==> src/rtl/fifo_arb_pkg.sv <==
// -----------------------------------------------------------------------------
// fifo_arb_pkg
//   Shared types and helpers for the FIFO write-port arbiter.
//   - arb_state_t : arbiter state (IDLE between grants, GRANT while owned)
//   - cnt_width() : beat-counter width for a given burst length
//   - CNT_W       : beat-counter width for the default burst length
//   - rr_next()   : round-robin successor of a producer index
// -----------------------------------------------------------------------------
package fifo_arb_pkg;

    typedef enum logic {
        IDLE  = 1'b0,
        GRANT = 1'b1
    } arb_state_t;

    localparam int BURST_DEFAULT = 4;

    // One extra bit so the counter can hold the value BURST itself.
    function automatic int cnt_width(input int burst);
        return $clog2(burst) + 1;
    endfunction

    localparam int CNT_W = cnt_width(BURST_DEFAULT);

    // Index after ptr, wrapping from n-1 back to 0.
    function automatic int rr_next(input int ptr, input int n);
        return (ptr + 1 >= n) ? 0 : ptr + 1;
    endfunction

endpackage

==> src/rtl/fifo_wr_arbiter_rr_pick.sv <==
// -----------------------------------------------------------------------------
// rr_pick
//   Combinational round-robin picker: first set bit of req at or after ptr,
//   searching cyclically.
//   Ports:
//     req         in   NREQ   request vector
//     ptr         in   PTR_W  highest-priority index
//     pick_onehot out  NREQ   one-hot winner (0 when pick_valid is 0)
//     pick_idx    out  PTR_W  index of the winner
//     pick_valid  out  1      at least one request present
// -----------------------------------------------------------------------------
module rr_pick #(
    parameter int NREQ  = 4,
    parameter int PTR_W = (NREQ > 1) ? $clog2(NREQ) : 1
) (
    input  logic [NREQ-1:0]  req,
    input  logic [PTR_W-1:0] ptr,
    output logic [NREQ-1:0]  pick_onehot,
    output logic [PTR_W-1:0] pick_idx,
    output logic             pick_valid
);

    logic [2*NREQ-1:0] req_dbl;
    logic [NREQ-1:0]   req_rot;
    logic [PTR_W-1:0]  offset;
    logic [PTR_W:0]    idx_sum;
    logic              found;

    always_comb begin
        // NOTE: every variable driven here gets a default first, so no path
        // leaves one unassigned and no latch is inferred.
        offset      = '0;
        found       = 1'b0;
        idx_sum     = '0;
        pick_idx    = '0;
        pick_onehot = '0;

        // Rotating the doubled vector right by ptr puts ptr at bit 0, so a
        // plain lowest-bit-first search becomes a cyclic search from ptr.
        req_dbl    = {req, req} >> ptr;
        req_rot    = req_dbl[NREQ-1:0];
        pick_valid = |req;

        for (int i = 0; i < NREQ; i++) begin
            if (req_rot[i] && !found) begin
                offset = PTR_W'(i);
                found  = 1'b1;
            end
        end

        // Undo the rotation: winner = (ptr + offset) mod NREQ.
        idx_sum = {1'b0, ptr} + {1'b0, offset};
        if (idx_sum >= (PTR_W + 1)'(NREQ)) begin
            idx_sum = idx_sum - (PTR_W + 1)'(NREQ);
        end
        pick_idx = idx_sum[PTR_W-1:0];

        if (pick_valid) begin
            pick_onehot = NREQ'(1) << pick_idx;
        end
    end

endmodule

==> src/rtl/fifo_wr_arbiter.sv <==
// -----------------------------------------------------------------------------
// fifo_wr_arbiter
//   Round-robin arbiter sharing one FIFO write port among NREQ producers.
//   A producer holds the grant for up to BURST words or until it marks the
//   end of its packet; every release passes through one IDLE cycle.
//   Ports:
//     CLOCK          in   1            rising-edge clock
//     RESET          in   1            synchronous reset, active high
//     REQ            in   NREQ         producer i has a valid word
//     REQ_DATA       in   NREQ*WIDTH   producer words, slice i = [i*WIDTH +: WIDTH]
//     REQ_LAST       in   NREQ         producer i's word ends its packet
//     GNT            out  NREQ         one-hot grant (registered)
//     ACK            out  NREQ         word accepted this cycle (combinational)
//     FIFO_DATA_IN   out  WIDTH        FIFO data (registered)
//     FIFO_WRITE     out  1            FIFO write strobe (registered)
//     FIFO_USE_DW    in   clog2(DEPTH)+1  FIFO fill count
//     FIFO_F_FULL_N  in   1            FIFO full, active low
//     BUSY           out  1            a grant is held
//     OWNER          out  PTR_W        granted producer index, 0 when idle
// -----------------------------------------------------------------------------
module fifo_wr_arbiter
    import fifo_arb_pkg::*;
#(
    parameter int WIDTH = 8,
    parameter int DEPTH = 32,
    parameter int NREQ  = 4,
    parameter int BURST = BURST_DEFAULT,
    localparam int UW    = $clog2(DEPTH) + 1,
    localparam int PTR_W = (NREQ > 1) ? $clog2(NREQ) : 1
) (
    input  logic                  CLOCK,
    input  logic                  RESET,
    input  logic [NREQ-1:0]       REQ,
    input  logic [NREQ*WIDTH-1:0] REQ_DATA,
    input  logic [NREQ-1:0]       REQ_LAST,
    output logic [NREQ-1:0]       GNT,
    output logic [NREQ-1:0]       ACK,
    output logic [WIDTH-1:0]      FIFO_DATA_IN,
    output logic                  FIFO_WRITE,
    input  logic [UW-1:0]         FIFO_USE_DW,
    input  logic                  FIFO_F_FULL_N,
    output logic                  BUSY,
    output logic [PTR_W-1:0]      OWNER
);

    localparam int CNT_BITS = cnt_width(BURST);

    arb_state_t           state;
    logic [PTR_W-1:0]     ptr;
    logic [CNT_BITS-1:0]  cnt;

    logic [NREQ-1:0]      pick_onehot;
    logic [PTR_W-1:0]     pick_idx;
    logic                 pick_valid;

    logic [UW:0]          fill_sum;
    logic                 space_ok;
    logic                 ack_any;
    logic                 owner_req;
    logic                 owner_last;
    logic [WIDTH-1:0]     owner_data;
    logic                 release_now;

    rr_pick #(
        .NREQ  (NREQ),
        .PTR_W (PTR_W)
    ) u_rr_pick (
        .req         (REQ),
        .ptr         (ptr),
        .pick_onehot (pick_onehot),
        .pick_idx    (pick_idx),
        .pick_valid  (pick_valid)
    );

    // The word sitting in the output register has not reached the FIFO's
    // fill count yet, so it is added in before comparing against DEPTH.
    assign fill_sum = {1'b0, FIFO_USE_DW} + (UW + 1)'(FIFO_WRITE);
    assign space_ok = FIFO_F_FULL_N && (fill_sum < (UW + 1)'(DEPTH));

    assign owner_req  = REQ[OWNER];
    assign owner_last = REQ_LAST[OWNER];
    assign owner_data = REQ_DATA[OWNER*WIDTH +: WIDTH];

    // GNT is one-hot of the owner in GRANT and all-zero in IDLE, so masking
    // with it yields the owner's ACK bit and nothing else.
    assign ACK     = GNT & REQ & {NREQ{space_ok}};
    assign ack_any = |ACK;

    assign release_now = !owner_req ||
                         (ack_any && (owner_last || cnt == CNT_BITS'(BURST - 1)));

    always_ff @(posedge CLOCK) begin
        // NOTE: sequential state uses non-blocking assignments so every
        // register samples pre-edge values regardless of statement order.
        if (RESET) begin
            state        <= IDLE;
            ptr          <= '0;
            cnt          <= '0;
            GNT          <= '0;
            BUSY         <= 1'b0;
            OWNER        <= '0;
            FIFO_WRITE   <= 1'b0;
            FIFO_DATA_IN <= '0;
        end else begin
            // Strobe for one cycle per accepted word; data holds otherwise.
            FIFO_WRITE <= 1'b0;

            if (state == IDLE) begin
                if (pick_valid) begin
                    state <= GRANT;
                    GNT   <= pick_onehot;
                    OWNER <= pick_idx;
                    BUSY  <= 1'b1;
                    cnt   <= '0;
                end
            end else begin
                if (ack_any) begin
                    FIFO_WRITE   <= 1'b1;
                    FIFO_DATA_IN <= owner_data;
                    cnt          <= cnt + 1'b1;
                end
                if (release_now) begin
                    state <= IDLE;
                    GNT   <= '0;
                    BUSY  <= 1'b0;
                    OWNER <= '0;
                    ptr   <= PTR_W'(rr_next(int'(OWNER), NREQ));
                end
            end
        end
    end

endmodule

==> config.mk <==
export PLATFORM = sky130hd
export DESIGN_NAME = fifo_wr_arbiter
export DESIGN_NICKNAME = d
export VERILOG_FILES = /design/src/rtl/fifo_arb_pkg.sv /design/src/rtl/fifo_wr_arbiter_rr_pick.sv /design/src/rtl/fifo_wr_arbiter.sv
export SDC_FILE = /design/constraint.sdc
export NUM_CORES = 1
export LEC_CHECK = 0
export ABC_AREA = 1
export CAP_MARGIN = 20
export CELL_PAD_IN_SITES_DETAIL_PLACEMENT = 0
export CELL_PAD_IN_SITES_GLOBAL_PLACEMENT = 1
export CORE_MARGIN = 10
export CORE_UTILIZATION = 28
export DETAILED_ROUTE_END_ITERATION = 8
export PLACE_DENSITY_LB_ADDON = 0.1
export SLEW_MARGIN = 20
export SYNTH_ARGS = -nofsm -noshare
export SYNTH_HDL_FRONTEND = slang
export SYNTH_SLANG_ARGS = --single-unit
==> constraint.sdc <==
create_clock -name CLOCK -period 5.2 [get_ports CLOCK]
set_input_delay 0.78 -clock CLOCK [delete_from_list [all_inputs] [get_ports CLOCK]]
set_output_delay 0.78 -clock CLOCK [all_outputs]
set_load 0.03 [all_outputs]
==> impl_metrics.toml, run 1 <==
[sta]
post-route-min-period_ps = 3100
report.final.slew_viol_count = 0
rsz_0062_raised_after_global_routing = "no"
final_hold_viol_count = 0
share_of_the_clock_period_used_by_the_worst_path_pct = 59.5
fmax_ghz = 0.323
timing.setup.tns_ps = 0
fin_hold_ws_ps = 473
setup_viol_count_final = 0
slew-limit-headroom_pct = 42.8
tightest_slew_ps = 856
worst_clock_skew_ps = 4.22

[final_layout]
final_nets = 339
final_core_utilization_pct = 45.1
num-fill-cells = 533
layout.area.seq_um2 = 440
syn_to_final_growth_pct = 53.9
diodes = 0
final_layout_size_suffix_gt1_share_pct = 5.99
multi_input_comb_area_um2 = 832

[floorplanning]
die_h_um = 90.8
die_w_um = 90.8
placement_rows = 25
effective_utilization_at_floorplan_pct = 29.3
io_pins = 69
core_region_area_um2 = 4790
floorplan.die_area_um2 = 8240

[setup_path]
ff2ff_setup_slack_ps = 3060
critPathCapture = "ACK[2]"
worstSetupStartpoint = "FIFO_F_FULL_N"
r2r.worst_path.cells = 8
worst-endpoint-arrival_ps = 2320
endpoint_kind = "output port"
cp.required_ps = 4420
crit_fanout = 4
crit_path_start_kind = "input pin"
crit_type = "in -> out"
reg2reg_to = "OWNER[0]"
worst_r2r_startpoint = "OWNER[0]"

[detailed_routing]
drtPass1Iterations = 4
drc = 0
postRouteWirelength_mm = 4.83
wl_met1_mm = 2.24
postRouteAntennaNets = 0
wl_met2_mm = 2.06
wire_length_per_cell_after_detailed_routing_um = 13.8
routed.top_layer = "met4"
met3RoutedLength_um = 511
dr.first_iter.drc_count = 62
detail_route.vias_per_cell = 4.64
via_count = 1628

[yosys]
syn-cell-area_um2 = 1400
post_synthesis_sequential_element_count = 22
ys_dominant_reg_cell = "sky130_fd_sc_hd__dfxtp_1"
synth.top_cells.by_area = "sky130_fd_sc_hd__dfxtp_1 (31%), sky130_fd_sc_hd__nor2_1 (14%), sky130_fd_sc_hd__o21ai_0 (11%), sky130_fd_sc_hd__nand2_1 (7.8%), sky130_fd_sc_hd__nand3_1 (6.4%)"
synth_cell_type_count = 28
synth_edf_count = 0
syn_avg_cell_area_um2 = 6.32
post_synth_inst_count = 222
netlist.top_cell.by_area = "sky130_fd_sc_hd__dfxtp_1"
ys.warnings.count = 0
synth_common_cells = "sky130_fd_sc_hd__nor2_1 (53), sky130_fd_sc_hd__o21ai_0 (31), sky130_fd_sc_hd__nand2_1 (29)"
synth.net_count = 275
synth.top_cell.area_share_pct = 31.4
synth.yosys.seq_area_share_pct = 31.4
synthArstFlopShare_pct = 0
synth.most_common_cell = "sky130_fd_sc_hd__nor2_1"

[placement]
place_hpwl_mm = 3.83
gp_congestion = 0.783
port-buffer-count = 68

[clocking]
post_cts_hold_buffer_count = 0
cts.sinks = 22
num_cts_buffers = 3
clock_tree.buffer_depth = 2
tritoncts = "done"
worst_setup_hold_path_clk_slew_ps = 80
post-cts-setup-buffers = 0
clk_root_buffer_cell = "sky130_fd_sc_hd__clkbuf_8"
htree_num_levels = 1
insertion_delay_ps = 260
ctsResizeCount = 0

[hold_path]
hold_path.class = "reg -> reg"
hold_path_startpoint = "cnt[1]"

[pwr]
power.leakage_uw = 0.000882
largest_vdd_supply_drop_mv = 0.108
cellPowerDensity_nw_per_um2 = 294

[grt]
grt_pass1_vias = 1628
grt_start_max_net_pins = 26
grt_pass1_wl_mm = 7.87
groute.usage.overall_pct = 11.3
antenna_found_initial = 0
total_overflow_reported_by_the_global_router = 0

[status]
run_status = "completed"

[run]
max-cap-violations = 0
==> how the worst min path moves through the flow <==
stage	endpoint	slack, ps	cells after the start
floorplan	cnt[0]	430	1
global placement	cnt[1]	460	2
detailed placement	cnt[0]	470	1
CTS	cnt[1]	480	2
global route	cnt[1]	510	2
finish	cnt[1]	470	2
==> per-stage QoR <==
| step | cell area (um^2) | instances | setup slack (ps) | power (uW) |
|---|---|---|---|---|
| after floorplan | 1400 | 222 | 2960 | 423 |
| after global placement | 2120 | 348 | 2100 | 538 |
| after detailed placement | 2120 | 348 | 2090 | 538 |
| after CTS | 2160 | 351 | 2090 | 644 |
| after global routing | 2160 | 351 | 1990 | 685 |
| final | 2160 | 351 | 2100 | 635 |
==> layout make-up <==
class | count | area share, %
clock buffer | 3 | 1.91
tap | 67 | 3.88
multi-input combinational | 170 | 38.6
sequential | 22 | 20.4
inverter | 21 | 3.71
timing repair buffer | 68 | 31.5
==> logic make-up after synthesis <==
group,count (synthesis),share of synthesized area (%)
flip-flops,22,31.4
AND/OR/NAND/NOR,110,33.5
XOR/XNOR,1,0.625
adder cells (fa/ha/maj),4,3.57
AO/OA/AOI/OAI,55,21.6
buffers and inverters,30,9.28
==> report_power, final <==
| group | switching, uW | internal, uW | total, uW | leakage [uW] |
|---|---|---|---|---|
| registers | 38.5 | 189 | 228 | 0.000179 |
| clock network | 53.6 | 51.6 | 105 | 0.0000216 |
| logic | 174 | 128 | 303 | 0.000681 |
| total | 266 | 369 | 635 | 0.000882 |
==> registers in the layout, indices dropped and copies added (netlist names) <==
register / count
cnt: 3
BUSY: 1
FIFO_DATA_IN: 8
state: 1
ptr: 2
GNT: 4
OWNER: 2
FIFO_WRITE: 1
==> layer usage <==
layer / track usage [%] / vias up
met4: 1.57 / 0
met3: 6.15 / 2
met5: 0 / -
met1: 12.8 / 701
met2: 18.6 / 61
li1: - / 864
==> cell usage in the layout, fill, tap and decap left out, drive strengths merged <==
cell            n
dfxtp          22
o31ai           1
clkbuf          3
clkdlybuf4s50  68
inv            20
ha              4
nand2          34
o21ai          34
clkinv          1
xnor2           1
o211ai          2
o22ai          10
nand3          19
nand4           1
nor2           54
a21oi           8
nand3b          1
nor4            1
==> worst max-delay path, stage by stage <==
cell and delay, ps:
sky130_fd_sc_hd__clkdlybuf4s50_1 450, sky130_fd_sc_hd__inv_1 30, sky130_fd_sc_hd__nor2_1 150, sky130_fd_sc_hd__nand2_1 120
sky130_fd_sc_hd__nor2_1 90, sky130_fd_sc_hd__clkdlybuf4s50_1 680
Note: power is estimated with default switching activity, not from simulation.
==> run 2: changes to the inputs <==
- CORE_UTILIZATION: 28 -> 24
- clock period: 5.2 -> 2.79 ns (I/O delays scaled with it)
==> impl_metrics.toml, run 2 (synthesis gave the netlist of run 1 again) <==
[final_layout]
layout.area.seq_um2 = 440
final_layout_size_suffix_gt1_share_pct = 6.64
syn_to_final_growth_pct = 55.8
regMostFlops = "FIFO_DATA_IN"
multi_input_comb_area_um2 = 832
final_cell_mix = "sky130_fd_sc_hd__clkdlybuf4s50_1 (68), sky130_fd_sc_hd__nor2_1 (53), sky130_fd_sc_hd__o21ai_0 (31)"
diodes = 0
layout.cells.most_common = "sky130_fd_sc_hd__clkdlybuf4s50_1"
num-fill-cells = 621
final_nets = 340
flip_flop_count_of_the_largest_register_all_copies_and_words_added = 8
layout_top_registers = "FIFO_DATA_IN (8), GNT (4), cnt (3)"

[sta]
slew-limit-headroom_pct = 70.5
rsz_0062_raised_after_global_routing = "no"
timing.setup.tns_ps = 0
worst_clock_skew_ps = 1.81
share_of_the_clock_period_used_by_the_worst_path_pct = 85.9
tightest_slew_ps = 442
final_hold_viol_count = 0
setup_viol_count_final = 0
report.final.slew_viol_count = 0
post-route-min-period_ps = 2400
post-route-worst-setup-slack_ps = 394
fmax_ghz = 0.417

[detailed_routing]
detail_route.vias_per_cell = 4.61
postRouteWirelength_mm = 5.03
drtPass1Iterations = 4
wire_length_per_cell_after_detailed_routing_um = 14.0
drc = 0
dr.first_iter.drc_count = 46
postRouteAntennaNets = 0
via_count = 1652

[clocking]
htree_num_levels = 1
clock_tree.buffer_depth = 2
cts.sinks = 22
insertion_delay_ps = 260
num_cts_buffers = 3
tritoncts = "done"
ctsResizeCount = 0
worst_setup_hold_path_clk_slew_ps = 80
post-cts-setup-buffers = 0
post_cts_hold_buffer_count = 0
clk_root_buffer_cell = "sky130_fd_sc_hd__clkbuf_8"

[setup_path]
cpMaxStageDelayCell = "sky130_fd_sc_hd__clkdlybuf4s50_1"
timing.critical_path.max_delay_family = "buffers and inverters"
endpoint_kind = "output port"
critPathMaxStageDelay_ps = 680
crit_type = "in -> out"
crit_fanout = 4
crit_path_cell_trace = "clkdlybuf4s50_1 -> inv_1 -> nor2_1 -> nand2_1 -> nor2_1 -> clkdlybuf4s50_1"
crit_path_buffers_inverters = 3
worst-endpoint-arrival_ps = 1980
ff2ff_setup_slack_ps = 790
cp.required_ps = 2370
crit_path_start_kind = "input pin"

[hold_path]
hold_path.class = "reg -> reg"

[grt]
grt_pass1_vias = 1695
total_overflow_reported_by_the_global_router = 0
antenna_found_initial = 0
grt_start_max_net_pins = 21
groute.usage.overall_pct = 11.0
grt_pass1_wl_mm = 8.12

[pwr]
power.leakage_uw = 0.000894
largest_vdd_supply_drop_mv = 0.189
cellPowerDensity_nw_per_um2 = 560

[floorplanning]
die_w_um = 96.4
floorplan.die_area_um2 = 9300
die_h_um = 96.4
placement_rows = 27
io_pins = 69
effective_utilization_at_floorplan_pct = 25.2
core_region_area_um2 = 5570

[placement]
place_hpwl_mm = 4.06
post-place-ws_ps = 322
port-buffer-count = 68
gp_congestion = 0.767

[run]
max-cap-violations = 0

[status]
run_status = "completed"
## run 2: changes by cell type in the layout (fill, tap and decap cells not counted)
cell	before	now
sky130_fd_sc_hd__buf_4	0	1
sky130_fd_sc_hd__clkbuf_8	3	4
## run 2: cell type report
type                    count  area share (%)
inverters                  21            3.66
multi-input cells         170            38.1
flip-flops and latches     22            20.1
clock buffers               4            2.52
well taps                  72            4.12
repair buffers             69            31.5
## run 2: final timing paths
path,startpoint,endpoint,cells after the start
max reg2reg,ptr[1],GNT[3],13
min reg2reg,cnt[0],cnt[0],1
min,cnt[0],cnt[0],1
max,FIFO_F_FULL_N,ACK[3],6
## run 2: metal layers
| metal | vias up | wire (um) | track usage, % |
|---|---|---|---|
| met4 | 0 | 35 | 2.18 |
| met5 | - | 0 | 0 |
| met1 | 724 | 2210 | 12.8 |
| met3 | 4 | 588 | 5.78 |
| met2 | 59 | 2190 | 17.5 |
| li1 | 865 | - | - |
## run 2: power breakdown
part           switching, uW  internal [uW]  leakage (uW)
combinational            344            244      0.000686
sequential              50.9            352      0.000179
clock                    107            126     0.0000288
total                    501            722      0.000894
## run 2: through the flow
step	utilization, %	total power [uW]	cells	cell area (um^2)	hold WS (ps)
after CTS	39.2	1250	358	2190	478
after detailed placement	38.2	1010	354	2130	464
final	39.2	1220	358	2190	470
after global routing	39.2	1330	358	2190	510
after global placement	38.2	1010	354	2130	462
after floorplan	-	789	222	1400	433
==> run 3: changes to the inputs <==
- GPL_ROUTABILITY_DRIVEN: default -> 0
==> results of run 3 <==
Final layout, timing and power as in run 2 (identical DEF).
